## src/rtl/herring_gpu_pkg.sv

```systemverilog
// rtl/herring_gpu_pkg.sv - shared text-mode geometry and arbiter state type.
// Optional VRAM_CLEAR_EN adds the CLEAR state.
package herring_gpu_pkg;
  localparam int TEXT_COLS    = 80;
  localparam int TEXT_ROWS    = 60;
  localparam int CELL_SHIFT   = 3;
  localparam int H_ACTIVE_END = 639;
  localparam int V_ACTIVE_END = 479;
  localparam int CELL_COUNT   = TEXT_COLS * TEXT_ROWS;

`ifdef VRAM_CLEAR_EN
  typedef enum logic [1:0] {IDLE, FETCH, WRITE, CLEAR} arb_state_t;
`else
  typedef enum logic [1:0] {IDLE, FETCH, WRITE} arb_state_t;
`endif
endpackage

```

## src/rtl/vram_wr_fifo.sv

```systemverilog
// rtl/vram_wr_fifo.sv - synchronous CPU write queue (address+data), power-of-two depth.
module vram_wr_fifo #(
  parameter int DEPTH  = 4,
  parameter int ADDR_W = 13,
  parameter int DATA_W = 8
) (
  input  logic              clk,
  input  logic              rst_n,
  input  logic              push,
  input  logic [ADDR_W-1:0] push_addr,
  input  logic [DATA_W-1:0] push_data,
  input  logic              pop,
  output logic              full,
  output logic              empty,
  output logic [ADDR_W-1:0] head_addr,
  output logic [DATA_W-1:0] head_data
);
  localparam int PTR_W = (DEPTH > 1) ? $clog2(DEPTH) : 1;
  localparam int CNT_W = PTR_W + 1;

  logic [ADDR_W+DATA_W-1:0] mem [DEPTH];
  logic [PTR_W-1:0]         wr_ptr;
  logic [PTR_W-1:0]         rd_ptr;
  logic [CNT_W-1:0]         count;

  assign full  = (count == CNT_W'(DEPTH));
  assign empty = (count == '0);
  assign {head_addr, head_data} = mem[rd_ptr];

  always_ff @(posedge clk or negedge rst_n) begin
    if (!rst_n) begin
      wr_ptr <= '0;
      rd_ptr <= '0;
      count  <= '0;
    end else begin
      if (push) wr_ptr <= wr_ptr + 1'b1;
      if (pop)  rd_ptr <= rd_ptr + 1'b1;
      count <= count + CNT_W'(push) - CNT_W'(pop);
    end
  end

  // Push on a full queue only happens alongside a pop, so it overwrites the slot being read out.
  always_ff @(posedge clk) begin
    if (push) mem[wr_ptr] <= {push_addr, push_data};
  end
endmodule

```

## src/rtl/vram_arbiter.sv

```systemverilog
// rtl/vram_arbiter.sv - single-port VRAM arbiter: character fetch slots beat queued CPU writes.
// Optional VRAM_CLEAR_EN zero-fills the text buffer after reset.
module vram_arbiter
  import herring_gpu_pkg::*;
#(
  parameter int ADDR_W     = 13,
  parameter int DATA_W     = 8,
  parameter int FIFO_DEPTH = 4
) (
  input  logic              PIXEL_CLOCK,
  input  logic              RESET_N,
  input  logic [9:0]        SCREEN_X,
  input  logic [9:0]        SCREEN_Y,
  input  logic              CPU_WR_REQ,
  input  logic [ADDR_W-1:0] CPU_WR_ADDR,
  input  logic [DATA_W-1:0] CPU_WR_DATA,
  output logic              CPU_WR_READY,
  output logic [ADDR_W-1:0] VRAM_ADDR,
  output logic [DATA_W-1:0] VRAM_WDATA,
  output logic              VRAM_WE,
  input  logic [DATA_W-1:0] VRAM_RDATA,
  output logic [DATA_W-1:0] FETCH_DATA,
  output logic              FETCH_VALID
);
  arb_state_t        state_q, state_d;
  logic              run_q;
  logic [ADDR_W-1:0] addr_q;
  logic [DATA_W-1:0] fetch_data_q;
  logic              fetch_valid_q;
  logic              fifo_full, fifo_empty, push, pop;
  logic [ADDR_W-1:0] head_addr;
  logic [DATA_W-1:0] head_data;
  logic              slot;
  logic [6:0]        row;
  logic [ADDR_W-1:0] fetch_addr;

  assign slot = (SCREEN_X[2:0] == 3'd0) && (SCREEN_X <= 10'(H_ACTIVE_END))
             && (SCREEN_Y <= 10'(V_ACTIVE_END));
  assign row  = SCREEN_Y[9:CELL_SHIFT];
  // row*80 as row*64 + row*16
  assign fetch_addr = ADDR_W'({row, 6'b0}) + ADDR_W'({row, 4'b0}) + ADDR_W'(SCREEN_X[9:CELL_SHIFT]);

  assign push         = CPU_WR_REQ && CPU_WR_READY;
  assign CPU_WR_READY = run_q && (!fifo_full || pop);
  assign FETCH_DATA   = fetch_data_q;
  assign FETCH_VALID  = fetch_valid_q;

`ifdef VRAM_CLEAR_EN
  logic              clr_busy_q;
  logic [ADDR_W-1:0] clr_cnt_q;
  logic              clr_last;
  assign clr_last = (clr_cnt_q == ADDR_W'(CELL_COUNT - 1));
`endif

  always_comb begin
    state_d    = IDLE;
    pop        = 1'b0;
    VRAM_WE    = 1'b0;
    VRAM_ADDR  = addr_q;
    VRAM_WDATA = '0;
    if (slot) begin
      state_d   = FETCH;
      VRAM_ADDR = fetch_addr;
`ifdef VRAM_CLEAR_EN
    end else if (clr_busy_q) begin
      state_d   = CLEAR;
      VRAM_WE   = 1'b1;
      VRAM_ADDR = clr_cnt_q;
`endif
    end else if (!fifo_empty) begin
      state_d    = WRITE;
      pop        = 1'b1;
      VRAM_WE    = 1'b1;
      VRAM_ADDR  = head_addr;
      VRAM_WDATA = head_data;
    end
    // Reset must kill a write already being presented this cycle.
    if (!RESET_N) begin
      pop        = 1'b0;
      VRAM_WE    = 1'b0;
      VRAM_ADDR  = '0;
      VRAM_WDATA = '0;
    end
  end

  always_ff @(posedge PIXEL_CLOCK or negedge RESET_N) begin
    if (!RESET_N) begin
`ifdef VRAM_CLEAR_EN
      state_q <= CLEAR;
`else
      state_q <= IDLE;
`endif
      run_q         <= 1'b0;
      addr_q        <= '0;
      fetch_data_q  <= '0;
      fetch_valid_q <= 1'b0;
    end else begin
      state_q       <= state_d;
      addr_q        <= VRAM_ADDR;
      fetch_valid_q <= (state_q == FETCH);
      if (state_q == FETCH) fetch_data_q <= VRAM_RDATA;
`ifdef VRAM_CLEAR_EN
      run_q <= !clr_busy_q || ((state_d == CLEAR) && clr_last);
`else
      run_q <= 1'b1;
`endif
    end
  end

`ifdef VRAM_CLEAR_EN
  always_ff @(posedge PIXEL_CLOCK or negedge RESET_N) begin
    if (!RESET_N) begin
      clr_busy_q <= 1'b1;
      clr_cnt_q  <= '0;
    end else if (state_d == CLEAR) begin
      clr_cnt_q <= clr_cnt_q + 1'b1;
      if (clr_last) clr_busy_q <= 1'b0;
    end
  end
`endif

  vram_wr_fifo #(
    .DEPTH  (FIFO_DEPTH),
    .ADDR_W (ADDR_W),
    .DATA_W (DATA_W)
  ) u_wr_fifo (
    .clk       (PIXEL_CLOCK),
    .rst_n     (RESET_N),
    .push      (push),
    .push_addr (CPU_WR_ADDR),
    .push_data (CPU_WR_DATA),
    .pop       (pop),
    .full      (fifo_full),
    .empty     (fifo_empty),
    .head_addr (head_addr),
    .head_data (head_data)
  );
endmodule

```

## config.mk

```make
export PLATFORM = sky130hd
export DESIGN_NAME = vram_arbiter
export DESIGN_NICKNAME = d
export VERILOG_FILES = /design/src/rtl/herring_gpu_pkg.sv /design/src/rtl/vram_wr_fifo.sv /design/src/rtl/vram_arbiter.sv
export SDC_FILE = /design/constraint.sdc
export NUM_CORES = 1
export LEC_CHECK = 0
export CORE_MARGIN = 10
export CORE_UTILIZATION = 53
export CTS_CLUSTER_SIZE = 20
export DETAILED_ROUTE_END_ITERATION = 12
export PLACE_DENSITY_LB_ADDON = 0.25
export SYNTH_ARGS = -nofsm -noshare
export SYNTH_HDL_FRONTEND = slang
export SYNTH_HIERARCHICAL = 1
export SYNTH_SLANG_ARGS = --single-unit
```

## constraint.sdc

```tcl
create_clock -name PIXEL_CLOCK -period 3.6 [get_ports PIXEL_CLOCK]
set_clock_uncertainty 0.2 [all_clocks]
set_input_delay 0.72 -clock PIXEL_CLOCK [delete_from_list [all_inputs] [get_ports PIXEL_CLOCK]]
set_output_delay 0.72 -clock PIXEL_CLOCK [all_outputs]
set_load 0.005 [all_outputs]
```

==> results.sh <==
export IMPL_diodes=0
export IMPL_numPortBuffers=80
export IMPL_hold_path_class="flip-flop to flip-flop"
export IMPL_routedWlPerCell_um=19.96
export IMPL_die_h_um=117.6
export IMPL_fin_util=0.7861
export IMPL_drt_total_wl_mm=11.62
export IMPL_dieArea_um2=13820
export IMPL_synth_fp_nets=362
export IMPL_via_per_inst=5.268
export IMPL_cp_depth=10
export IMPL_min_period_ps=3630
export IMPL_design_area_um2=7263
export IMPL_globalRouteOverflowTotal=0
export IMPL_antenna_found_initial=0
export IMPL_fillers=523
export IMPL_grt_pass1_vias=3492
export IMPL_finalHoldViolations=0
export IMPL_rrSetupSlack_ps=760
export IMPL_rows=35
export IMPL_required_ps=2680
export IMPL_critical_path_top_delay_family="adder cells"
export IMPL_multiInputGateArea_um2=1774
export IMPL_yosysTopAreaCellShare=0.4999
export IMPL_cts_max_level=4
export IMPL_status="finished with violations"
export IMPL_post_route_period_util=1.008
export IMPL_grt_first_pass_wirelength_mm=19.11
export IMPL_r2r_cells=12
export IMPL_endpoint_kind="primary output"
export IMPL_finalNetCount=514
export IMPL_tritoncts="done"
export IMPL_crit_fanout=2
export IMPL_regArea_um2=3324
export IMPL_yosys_area_top_type="edfxtp_1"
export IMPL_p_leak_uw=0.002896
export IMPL_synth_cell_types=40
export IMPL_cts_sinks=116
export IMPL_cts_hold_fix_buffers=0
export IMPL_cts_buffer_depth=2
export IMPL_max_slew_margin=0.5235
export IMPL_violations="setup timing"
export IMPL_finalWorstSetupSlack_ps=-30.49
export IMPL_irDropWorstVdd_v=0.0004986
export IMPL_netlist_area_um2=5046
export IMPL_tightest_slew_ps=713.2
export IMPL_hold_slack_ps=304.4
export IMPL_path_cells="buf_8, inv_4, fa_1, inv_2, ha_4, a211oi_4, o21ai_2, and4_4, a2111oi_4, buf_2"
export IMPL_path_buf_inv=4
export IMPL_postSynthCellCount=288
export IMPL_dpl_cell_area_um2=6391
export IMPL_cts_reportedPaths_clkPinSlew_ps=60
export IMPL_power_density_nw_per_um2=681.3
export IMPL_yosys_register_bits=116
export IMPL_maxCapViolCount=0
export IMPL_rsz0062_at_grt="true"
export IMPL_ys_seq_area_frac=0.6586
export IMPL_core_um2=9240
export IMPL_die_w_um=117.6
export IMPL_first_pass_iters=4
export IMPL_synth_area_top_cells="edfxtp_1 (50%), dfrtp_1 (16%), mux4_2 (8.0%)"
export IMPL_detailed_place_hpwl_mm=7.589
export IMPL_ant_nets=0
export IMPL_grt_max_degree=23
export IMPL_track_usage=0.1755
export IMPL_slew_viol_final=0
export IMPL_synthToLayoutAreaGrowth_pct=43.94
export IMPL_worstSkewPairLatency_ps=500
export IMPL_drc_errors=0
export IMPL_worst_path_max_delay_cell="fa_1"
export IMPL_startpoint_type="primary input"
export IMPL_whs_path_depth=1
export IMPL_cts_root_buf="clkbuf_8"
export IMPL_drt_first_iter_violations=133
export IMPL_critPathArrivalTime_ps=2710
export IMPL_vias=3066
export IMPL_tns_ps=-44.41
export IMPL_yosys_warnings=6
export IMPL_setup_viol=2
export IMPL_layout_drive_gt1_share=0.3863
export IMPL_start_util=0.5461
export IMPL_place_congestion=0.8093
export IMPL_worst_setup_path_type="primary input to primary output"
export IMPL_cts_buffers=17
export IMPL_max_freq_mhz=275.4
export IMPL_pin_count=84
export IMPL_syn_avg_cell_area_um2=17.52
export IMPL_cp_slowest_stage_delay_ps=550
## state kept, by name, summed over array words and instances, names as in the netlist
signal / flops
addr_q: 13
u_wr_fifo/wr_ptr: 2
FETCH_VALID: 1
u_wr_fifo/rd_ptr: 2
u_wr_fifo/count: 3
u_wr_fifo/mem: 84
run_q: 1
state_q: 2
FETCH_DATA: 8
## cell families after synthesis
kind of cell | synth area share
AO/OA/AOI/OAI | 0.05108
AND/OR/NAND/NOR | 0.05108
buffers and inverters | 0.02951
flip-flops | 0.6586
multiplexers | 0.1361
adder cells (fa/ha/maj) | 0.05901
other | 0.0007431
XOR/XNOR | 0.01389
## cells in the final DEF (no fill, tap or decap), types with 9 or more instances in the layout
cell / n
a211oi_2: 9
and2_1: 13
buf_4: 51
clkbuf_16: 16
clkdlybuf4s50_1: 47
dfrtp_1: 31
dlygate4sd2_1: 19
edfxtp_1: 84
ha_1: 14
inv_1: 9
mux2_2: 10
mux2i_1: 9
mux4_2: 18
nor2_1: 11
## layer usage
layer,share of wire,track usage,vias to the layer above,wire [µm]
met3,0.063,0.06187,9,729
met1,0.42,0.2095,1537,4822
met4,0.013,0.05023,0,147
met5,0,0,-,0
li1,-,-,1422,-
met2,0.51,0.2930,98,5918
## synthesized netlist by cell type
master	number
a2111oi_4	1
nor2b_1	3
nand4_2	1
or2_2	2
edfxtp_1	84
xnor2_1	3
and3_1	1
nand3_1	1
o21a_1	1
xor2_1	5
mux2i_1	9
and2_1	13
nand2_1	3
buf_6	2
a211oi_1	16
dfrtp_1	32
mux4_2	18
buf_2	5
nor4_4	1
fa_1	3
nand4_1	1
nor3_1	3
a311oi_4	1
a31oi_1	1
ha_1	19
nor3b_1	1
nand3_2	1
clkbuf_1	2
inv_1	13
nor2_1	11
a21o_1	2
mux2_2	10
and4_1	1
o21ai_1	2
o21ai_0	6
a21oi_1	3
buf_12	2
clkinv_2	1
mux4_1	3
conb_1	1
## worst register-to-register path: cells and delay by family, from the launching register on
family,cells,cell delay [ps]
buf+inv,5,760
simple gates,1,160
flops,1,410
fa+ha+maj,3,820
compound gates,1,100
xor+xnor,2,330
## power by group
| group | leakage [µW] | switching [µW] | internal (µW) |
|---|---|---|---|
| Clock | 0.000274 | 651 | 945 |
| Sequential | 0.00117 | 105 | 1680 |
| Combinational | 0.00145 | 684 | 884 |
## stage by stage
stage          power (µW)  std cells  setup slack, ps
2_1_floorplan        2636        288            150.3
3_3_place_gp         3240        539           -988.5
3_5_place_dp         3294        539            -1048
4_1_cts              4967        579           -38.56
5_1_grt              5205        582           -119.8
6_report             4948        582           -30.49
## what timing repair did
action,4_1_cts,5_1_grt
gates cloned,1,0
gates resized for setup,97,17
hold endpoints to repair,0,0
setup buffers,7,4
pin swaps,24,15
setup endpoints to repair,23,9
## final timing paths
check | from | end
min in group asynchronous | RESET_N | FETCH_VALID
max in group asynchronous | RESET_N | u_wr_fifo/rd_ptr[0]
worst max-delay path | SCREEN_Y[5] | VRAM_ADDR[10]
worst min register to register | FETCH_DATA[3] | FETCH_DATA[3]
worst max register to register | u_wr_fifo/count[2] | u_wr_fifo/count[2]
worst min-delay path | FETCH_DATA[3] | FETCH_DATA[3]
## layout make-up
class | count | share of cell area
clock buffers | 17 | 0.05702
clock inverters | 15 | 0.02222
inverters | 14 | 0.007752
multi-input cells | 147 | 0.2443
flip-flops and latches | 116 | 0.4577
well taps | 129 | 0.02222
repair buffers | 144 | 0.1888
Power figures use the tool's default switching activity.
